**src/rtl/pipe_hold_ctrl_if.sv**
```systemverilog
// Request/response bundle between the core pipeline and pipe_hold_ctrl:
// memory/redirect/hazard requests in, stage hold flags and PC redirect out.
interface pipe_hold_ctrl_if #(
  parameter int unsigned ADDR_W = 32
);
  logic              mem_req_i;
  logic              mem_ack_i;
  logic              jump_flag_i;
  logic [ADDR_W-1:0] jump_addr_i;
  logic              load_use_i;

  logic [1:0]        pc_hold_o;
  logic [1:0]        if_id_hold_o;
  logic [1:0]        id_ex_hold_o;
  logic [1:0]        ex_memwb_hold_o;
  logic              jump_flag_o;
  logic [ADDR_W-1:0] jump_addr_o;
  logic              timeout_o;

  modport master (
    output mem_req_i, mem_ack_i, jump_flag_i, jump_addr_i, load_use_i,
    input  pc_hold_o, if_id_hold_o, id_ex_hold_o, ex_memwb_hold_o,
           jump_flag_o, jump_addr_o, timeout_o
  );

  modport slave (
    input  mem_req_i, mem_ack_i, jump_flag_i, jump_addr_i, load_use_i,
    output pc_hold_o, if_id_hold_o, id_ex_hold_o, ex_memwb_hold_o,
           jump_flag_o, jump_addr_o, timeout_o
  );
endinterface

```
**src/rtl/pipe_hold_ctrl.sv**
```systemverilog
// Stall/flush controller for the 4-stage pipeline: memory wait, redirect bubble, load-use.
// Optional memory-wait abort is enabled by defining HOLD_TIMEOUT_EN.
module pipe_hold_ctrl #(
  parameter int unsigned TIMEOUT_CYCLES = 255,
  parameter int unsigned CNT_W          = 8
) (
  input  logic            clk,
  input  logic            rst,
  pipe_hold_ctrl_if.slave bus
);

  localparam logic [1:0] HOLD_NONE  = 2'b00;
  localparam logic [1:0] HOLD_WAIT  = 2'b01;
  localparam logic [1:0] HOLD_FLUSH = 2'b10;

  typedef enum logic [1:0] {
    IDLE,
    MEM_WAIT,
    FETCH_FLUSH
  } state_t;

  state_t     state;
  state_t     state_nxt;
  logic       mem_stall;
  logic       timeout_hit;
  logic [1:0] pc_hold;
  logic [1:0] if_id_hold;
  logic [1:0] id_ex_hold;
  logic [1:0] ex_memwb_hold;
  logic       jump_flag;
  logic       timeout;

  if (TIMEOUT_CYCLES >= 2 ** CNT_W) begin : g_cfg_check
    $error("pipe_hold_ctrl: TIMEOUT_CYCLES must be below 2**CNT_W");
  end

  assign mem_stall = bus.mem_req_i & ~bus.mem_ack_i;

`ifdef HOLD_TIMEOUT_EN
  logic [CNT_W-1:0] wait_cnt;

  // The IDLE cycle that first sees the stall counts as wait cycle 1, so the
  // counter enters MEM_WAIT at 1 and reads N-1 on the N-th stalled cycle.
  always_ff @(posedge clk) begin
    if (rst) begin
      wait_cnt <= '0;
    end else if (state != MEM_WAIT) begin
      wait_cnt <= CNT_W'(1);
    end else begin
      wait_cnt <= wait_cnt + CNT_W'(1);
    end
  end

  assign timeout_hit = (state == MEM_WAIT) && !bus.mem_ack_i &&
                       (wait_cnt == CNT_W'(TIMEOUT_CYCLES - 1));
`else
  assign timeout_hit = 1'b0;
`endif

  always_ff @(posedge clk) begin
    if (rst) begin
      state <= IDLE;
    end else begin
      state <= state_nxt;
    end
  end

  always_comb begin
    state_nxt     = state;
    pc_hold       = HOLD_NONE;
    if_id_hold    = HOLD_NONE;
    id_ex_hold    = HOLD_NONE;
    ex_memwb_hold = HOLD_NONE;
    jump_flag     = 1'b0;
    timeout       = 1'b0;

    unique case (state)
      IDLE: begin
        if (mem_stall)            state_nxt = MEM_WAIT;
        else if (bus.jump_flag_i) state_nxt = FETCH_FLUSH;
      end
      MEM_WAIT: begin
        if (bus.mem_ack_i || timeout_hit) state_nxt = IDLE;
      end
      FETCH_FLUSH: begin
        if (mem_stall)            state_nxt = MEM_WAIT;
        else if (bus.jump_flag_i) state_nxt = FETCH_FLUSH;
        else                      state_nxt = IDLE;
      end
      default: state_nxt = IDLE;
    endcase

    if (rst) begin
      pc_hold       = HOLD_FLUSH;
      if_id_hold    = HOLD_FLUSH;
      id_ex_hold    = HOLD_FLUSH;
      ex_memwb_hold = HOLD_FLUSH;
    end else if (timeout_hit) begin
      ex_memwb_hold = HOLD_FLUSH;
      timeout       = 1'b1;
    end else if (mem_stall) begin
      pc_hold       = HOLD_WAIT;
      if_id_hold    = HOLD_WAIT;
      id_ex_hold    = HOLD_WAIT;
      ex_memwb_hold = HOLD_WAIT;
    end else if (bus.jump_flag_i) begin
      jump_flag     = 1'b1;
      if_id_hold    = HOLD_FLUSH;
      id_ex_hold    = HOLD_FLUSH;
    end else if (state == FETCH_FLUSH) begin
      if_id_hold    = HOLD_FLUSH;
    end else if (bus.load_use_i) begin
      pc_hold       = HOLD_WAIT;
      if_id_hold    = HOLD_WAIT;
      id_ex_hold    = HOLD_FLUSH;
    end
  end

  assign bus.pc_hold_o       = pc_hold;
  assign bus.if_id_hold_o    = if_id_hold;
  assign bus.id_ex_hold_o    = id_ex_hold;
  assign bus.ex_memwb_hold_o = ex_memwb_hold;
  assign bus.jump_flag_o     = jump_flag;
  assign bus.jump_addr_o     = jump_flag ? bus.jump_addr_i : '0;
  assign bus.timeout_o       = timeout;

endmodule

```
**src/flat_wrapper.sv**
```systemverilog
// flat-port wrapper written by rule: the top's interface ports become plain ports
module pipe_hold_ctrl_flat 
#(
  parameter int unsigned TIMEOUT_CYCLES = 255,
  parameter int unsigned CNT_W          = 8
)
  (clk, rst, bus_mem_req_i, bus_mem_ack_i, bus_jump_flag_i, bus_jump_addr_i, bus_load_use_i, bus_pc_hold_o, bus_if_id_hold_o, bus_id_ex_hold_o, bus_ex_memwb_hold_o, bus_jump_flag_o, bus_jump_addr_o, bus_timeout_o);
  pipe_hold_ctrl_if bus_i ();
  input  logic clk;
  input  logic rst;
  input wire logic [$bits(bus_i.mem_req_i)-1:0] bus_mem_req_i;
  input wire logic [$bits(bus_i.mem_ack_i)-1:0] bus_mem_ack_i;
  input wire logic [$bits(bus_i.jump_flag_i)-1:0] bus_jump_flag_i;
  input wire logic [$bits(bus_i.jump_addr_i)-1:0] bus_jump_addr_i;
  input wire logic [$bits(bus_i.load_use_i)-1:0] bus_load_use_i;
  output wire logic [$bits(bus_i.pc_hold_o)-1:0] bus_pc_hold_o;
  output wire logic [$bits(bus_i.if_id_hold_o)-1:0] bus_if_id_hold_o;
  output wire logic [$bits(bus_i.id_ex_hold_o)-1:0] bus_id_ex_hold_o;
  output wire logic [$bits(bus_i.ex_memwb_hold_o)-1:0] bus_ex_memwb_hold_o;
  output wire logic [$bits(bus_i.jump_flag_o)-1:0] bus_jump_flag_o;
  output wire logic [$bits(bus_i.jump_addr_o)-1:0] bus_jump_addr_o;
  output wire logic [$bits(bus_i.timeout_o)-1:0] bus_timeout_o;
  assign bus_i.mem_req_i = bus_mem_req_i;
  assign bus_i.mem_ack_i = bus_mem_ack_i;
  assign bus_i.jump_flag_i = bus_jump_flag_i;
  assign bus_i.jump_addr_i = bus_jump_addr_i;
  assign bus_i.load_use_i = bus_load_use_i;
  assign bus_pc_hold_o = bus_i.pc_hold_o;
  assign bus_if_id_hold_o = bus_i.if_id_hold_o;
  assign bus_id_ex_hold_o = bus_i.id_ex_hold_o;
  assign bus_ex_memwb_hold_o = bus_i.ex_memwb_hold_o;
  assign bus_jump_flag_o = bus_i.jump_flag_o;
  assign bus_jump_addr_o = bus_i.jump_addr_o;
  assign bus_timeout_o = bus_i.timeout_o;
  pipe_hold_ctrl #(.TIMEOUT_CYCLES(TIMEOUT_CYCLES), .CNT_W(CNT_W)) u_core (.clk(clk), .rst(rst), .bus(bus_i));
endmodule
```
**config.mk**
```make
export PLATFORM = sky130hd
export DESIGN_NAME = pipe_hold_ctrl_flat
export DESIGN_NICKNAME = d
export VERILOG_FILES = /design/src/rtl/pipe_hold_ctrl_if.sv /design/src/rtl/pipe_hold_ctrl.sv /design/src/flat_wrapper.sv
export SDC_FILE = /design/constraint.sdc
export NUM_CORES = 1
export LEC_CHECK = 0
export ABC_CLOCK_PERIOD_IN_PS = 1140
export CORE_MARGIN = 2
export CORE_UTILIZATION = 20
export CTS_CLUSTER_DIAMETER = 150
export DETAILED_ROUTE_END_ITERATION = 6
export PLACE_DENSITY = 0.88
export SYNTH_ARGS = -nofsm -noshare
export SYNTH_HDL_FRONTEND = slang
export SYNTH_SLANG_ARGS = --single-unit
```
**constraint.sdc**
```tcl
create_clock -name clk -period 1.14 [get_ports clk]
set_input_delay 0.171 -clock clk [delete_from_list [all_inputs] [get_ports clk]]
set_output_delay 0.171 -clock clk [all_outputs]
set_load 0.01 [all_outputs]
```
==> impl_metrics.json <==
{
  "antenna_found_initial": 0,
  "crit_path_max_fanout": 6,
  "netlist_top_cells_area": "and2_1 48%, dfxtp_1 9.4%, buf_4 8.8%, buf_6 7.9%, a21oi_1 4.7%",
  "clock_period_minus_final_worst_setup_slack_ps": 1280,
  "vias_per_cell": 4.19,
  "routed-via-count": 737,
  "synthesis.nets": 97,
  "grt_pass1_wl_um": 3750,
  "seqPwrFrac_pct": 11.3,
  "rsz_0062_raised_after_global_routing": "true",
  "die_y_um": 50.3,
  "final_antenna_net_count": 0,
  "maxCapViolCount": 0,
  "dieWidth_um": 50.3,
  "final-hold-violation-count": 0,
  "initial_utilization_pct": 21.6,
  "timing.final.crit_share_pct": 112,
  "place.gp.congestion": 0.699,
  "violated_checks": "negative setup slack",
  "route.final.wire_length_um": 2600,
  "synth_sequential_area_ratio_pct": 9.36,
  "grt_util_met2_pct": 44.1,
  "flow.area_growth_from_synthesis_pct": 239,
  "numPortBuffers": 78,
  "rr_endpoint": "u_core.state[0]$_SDFFE_PP0P_",
  "commonest_cells_after_routing_fill_and_taps_aside": "41 x buf_6, 32 x clkdlybuf4s50_1, 30 x and2_4, 8 x buf_4, 7 x buf_2",
  "largest_register_ff_count": 2,
  "numCtsBuffers": 3,
  "antenna_cells_inserted": 0,
  "power_frac_clock_pct": 22.2,
  "fraction_of_final_layout_cells_with_drive_strength_greater_than_1_pct": 68.5,
  "clock_sink_count": 2,
  "syn-instance-count": 59,
  "n_fill_cell": 149,
  "coreArea_um2": 1980,
  "number_of_endpoints_failing_setup_at_the_final_stage": 36,
  "worstHoldPathCells": 2,
  "switching_share_pct": 28.0,
  "synth_top_area_share_pct": 48.2,
  "syn_avg_cell_area_um2": 7.25,
  "clock_latency_ps": 220,
  "timing.reg2reg.setup_slack_ps": 120,
  "avgRoutedWirePerCell_um": 14.8,
  "cts.hold.buffers_added": 0,
  "number_of_detailed_route_iterations_in_the_first_pass": 4,
  "min-delay-path-class": "input port to register",
  "route.detailed.drc": 0,
  "gr-total-overflow": 0,
  "synth_top_cell_by_area": "and2_1",
  "top_register": "u_core.state",
  "die_area_um2": 2530,
  "power.net_switching_w": 0.000194,
  "pwr_density_cell_nw_per_um2": 477,
  "timing.rr.start": "u_core.state[0]$_SDFFE_PP0P_",
  "final_net_count": 189,
  "num_rows": 16,
  "groute.layer.met1.usage_pct": 13.9,
  "class_of_the_most_critical_setup_path": "input port to output port",
  "crit_path_end_kind": "output port",
  "ys_seq_elements": 2,
  "cellInternalPower_w": 0.000498,
  "timing.final.max_slew_violations": 0,
  "yosys_warnings": 0,
  "status": "finished, violations left",
  "grt_start_max_net_pins": 8,
  "r2r.worst_path.cells": 6,
  "cp_data_arrival_time_ps": 1110,
  "layout_commonest_cell": "buf_6",
  "detailedPlacementHpwl_um": 1680,
  "whs_endpoint": "u_core.state[0]$_SDFFE_PP0P_",
  "top_usage_layer": "met2",
  "synthesis.area_um2": 428,
  "cp-start-kind": "input port",
  "worstHoldStart": "bus_mem_ack_i",
  "drt-initial-drc-count": 2,
  "leakage_nw": 0.705,
  "cts_max_path_buffers": 2,
  "irDropWorstVdd_mv": 0.565,
  "setup_tns_ps": -3780,
  "cts.reportedPaths.clkPinSlew_ps": 30,
  "cts.root.buffer_cell": "clkbuf_4",
  "finClkSkew_ps": 1.48,
  "fin_ws_ps": -141,
  "largestRegisters": "u_core.state (2)",
  "grt_util_all_layers_pct": 19.9,
  "maxClockFrequency_ghz": 0.781,
  "tritoncts_clock_tree": "done",
  "ctsHtreeMaxLevel": 1,
  "grt_pass1_vias": 816,
  "synth_cell_type_count": 15,
  "comb_power_share_pct": 66.5,
  "met3_usage_pct": 6.55,
  "finish.utilization_pct": 73.2,
  "num_io_pins": 80,
  "timing.critical_path.required_ps": 970
}
==> stage by stage <==
step | area [µm²] | worst slack (ps) | instances | total power (W) | hold WS [ps]
after floorplan | 428 | 29.1 | 59 | 0.000200 | 248
after CTS | 1330 | -164 | 175 | 0.000653 | 173
after global routing | 1450 | -189 | 176 | 0.000736 | 177
after global placement | 1240 | -869 | 165 | 0.000445 | 662
after detailed placement | 1240 | -933 | 165 | 0.000454 | 666
final | 1450 | -141 | 176 | 0.000692 | 180
==> power by group through the flow <==
stage	Clock, W	Combinational [W]	Sequential, W
2_1_floorplan	0	0.000123	0.0000770
3_3_place_gp	0	0.000368	0.0000765
4_1_cts	0.000164	0.000411	0.0000781
5_1_grt	0.000169	0.000489	0.0000784
3_5_place_dp	0	0.000377	0.0000767
6_report	0.000154	0.000460	0.0000781
==> how the worst max path moves through the flow <==
stage | slack [ps] | end | start
after CTS | -160 | bus_jump_addr_o[22] | bus_mem_req_i
after detailed placement | -930 | bus_jump_addr_o[4] | bus_mem_ack_i
final | -140 | bus_jump_addr_o[24] | bus_mem_req_i
after global routing | -190 | bus_jump_addr_o[20] | bus_mem_req_i
after global placement | -870 | bus_jump_addr_o[26] | bus_mem_ack_i
after floorplan | 30 | bus_pc_hold_o[0] | u_core.state[0]$_SDFFE_PP0P_
==> synthesized netlist by cell type <==
cell	instances
nor3b_4	1
buf_6	3
o21bai_1	2
conb_1	1
nor2b_1	1
dfxtp_1	2
nand2b_1	2
and2_1	33
nand3b_1	1
buf_4	5
inv_1	1
nor2b_4	1
a21oi_1	4
nor2_1	1
nor3_1	1
==> worst max-delay path: stages <==
cell and delay, ps:
buf_6 90, nor2b_4 130, nor3b_4 210, buf_6 150
buf_6 120, and2_4 140, buf_6 100
==> layout make-up <==
cell class / instances / area, µm² / share of cell area [%]
repair buffers: 95 / 940 / 64.7
clock buffers: 3 / 22.5 / 1.55
multi-input cells: 48 / 407 / 28.0
inverters: 1 / 6.26 / 0.431
flip-flops and latches: 2 / 42.5 / 2.93
well taps: 27 / 33.8 / 2.33
==> what timing repair did <==
| action | 4_1_cts | 5_1_grt |
|---|---|---|
| gates cloned | 3 | 0 |
| resized for setup | 223 | 32 |
| endpoints found under the hold margin | 0 | 0 |
| endpoints found under the setup margin | 41 | 39 |
| pin swaps | 34 | 4 |
| setup buffers | 4 | 1 |
==> metal layers <==
metal  wire length [µm]  share of wire, %  vias to the layer above
met5                  0                 0                        -
met4                 22              0.85                        0
met3                202               7.8                        2
met2               1530                59                       41
met1                838                32                      338
li1                   -                 -                      356
==> cell families (layout without fill, tap and decap cells) <==
group	Yosys count	after routing	synth area share (%)
buffers and inverters	9	99	17.5
other	1	1	0.876
AND/OR/NAND/NOR	41	41	64.0
flip-flops	2	2	9.36
AO/OA/AOI/OAI	6	6	8.19
Power figures use the tool's default switching activity.
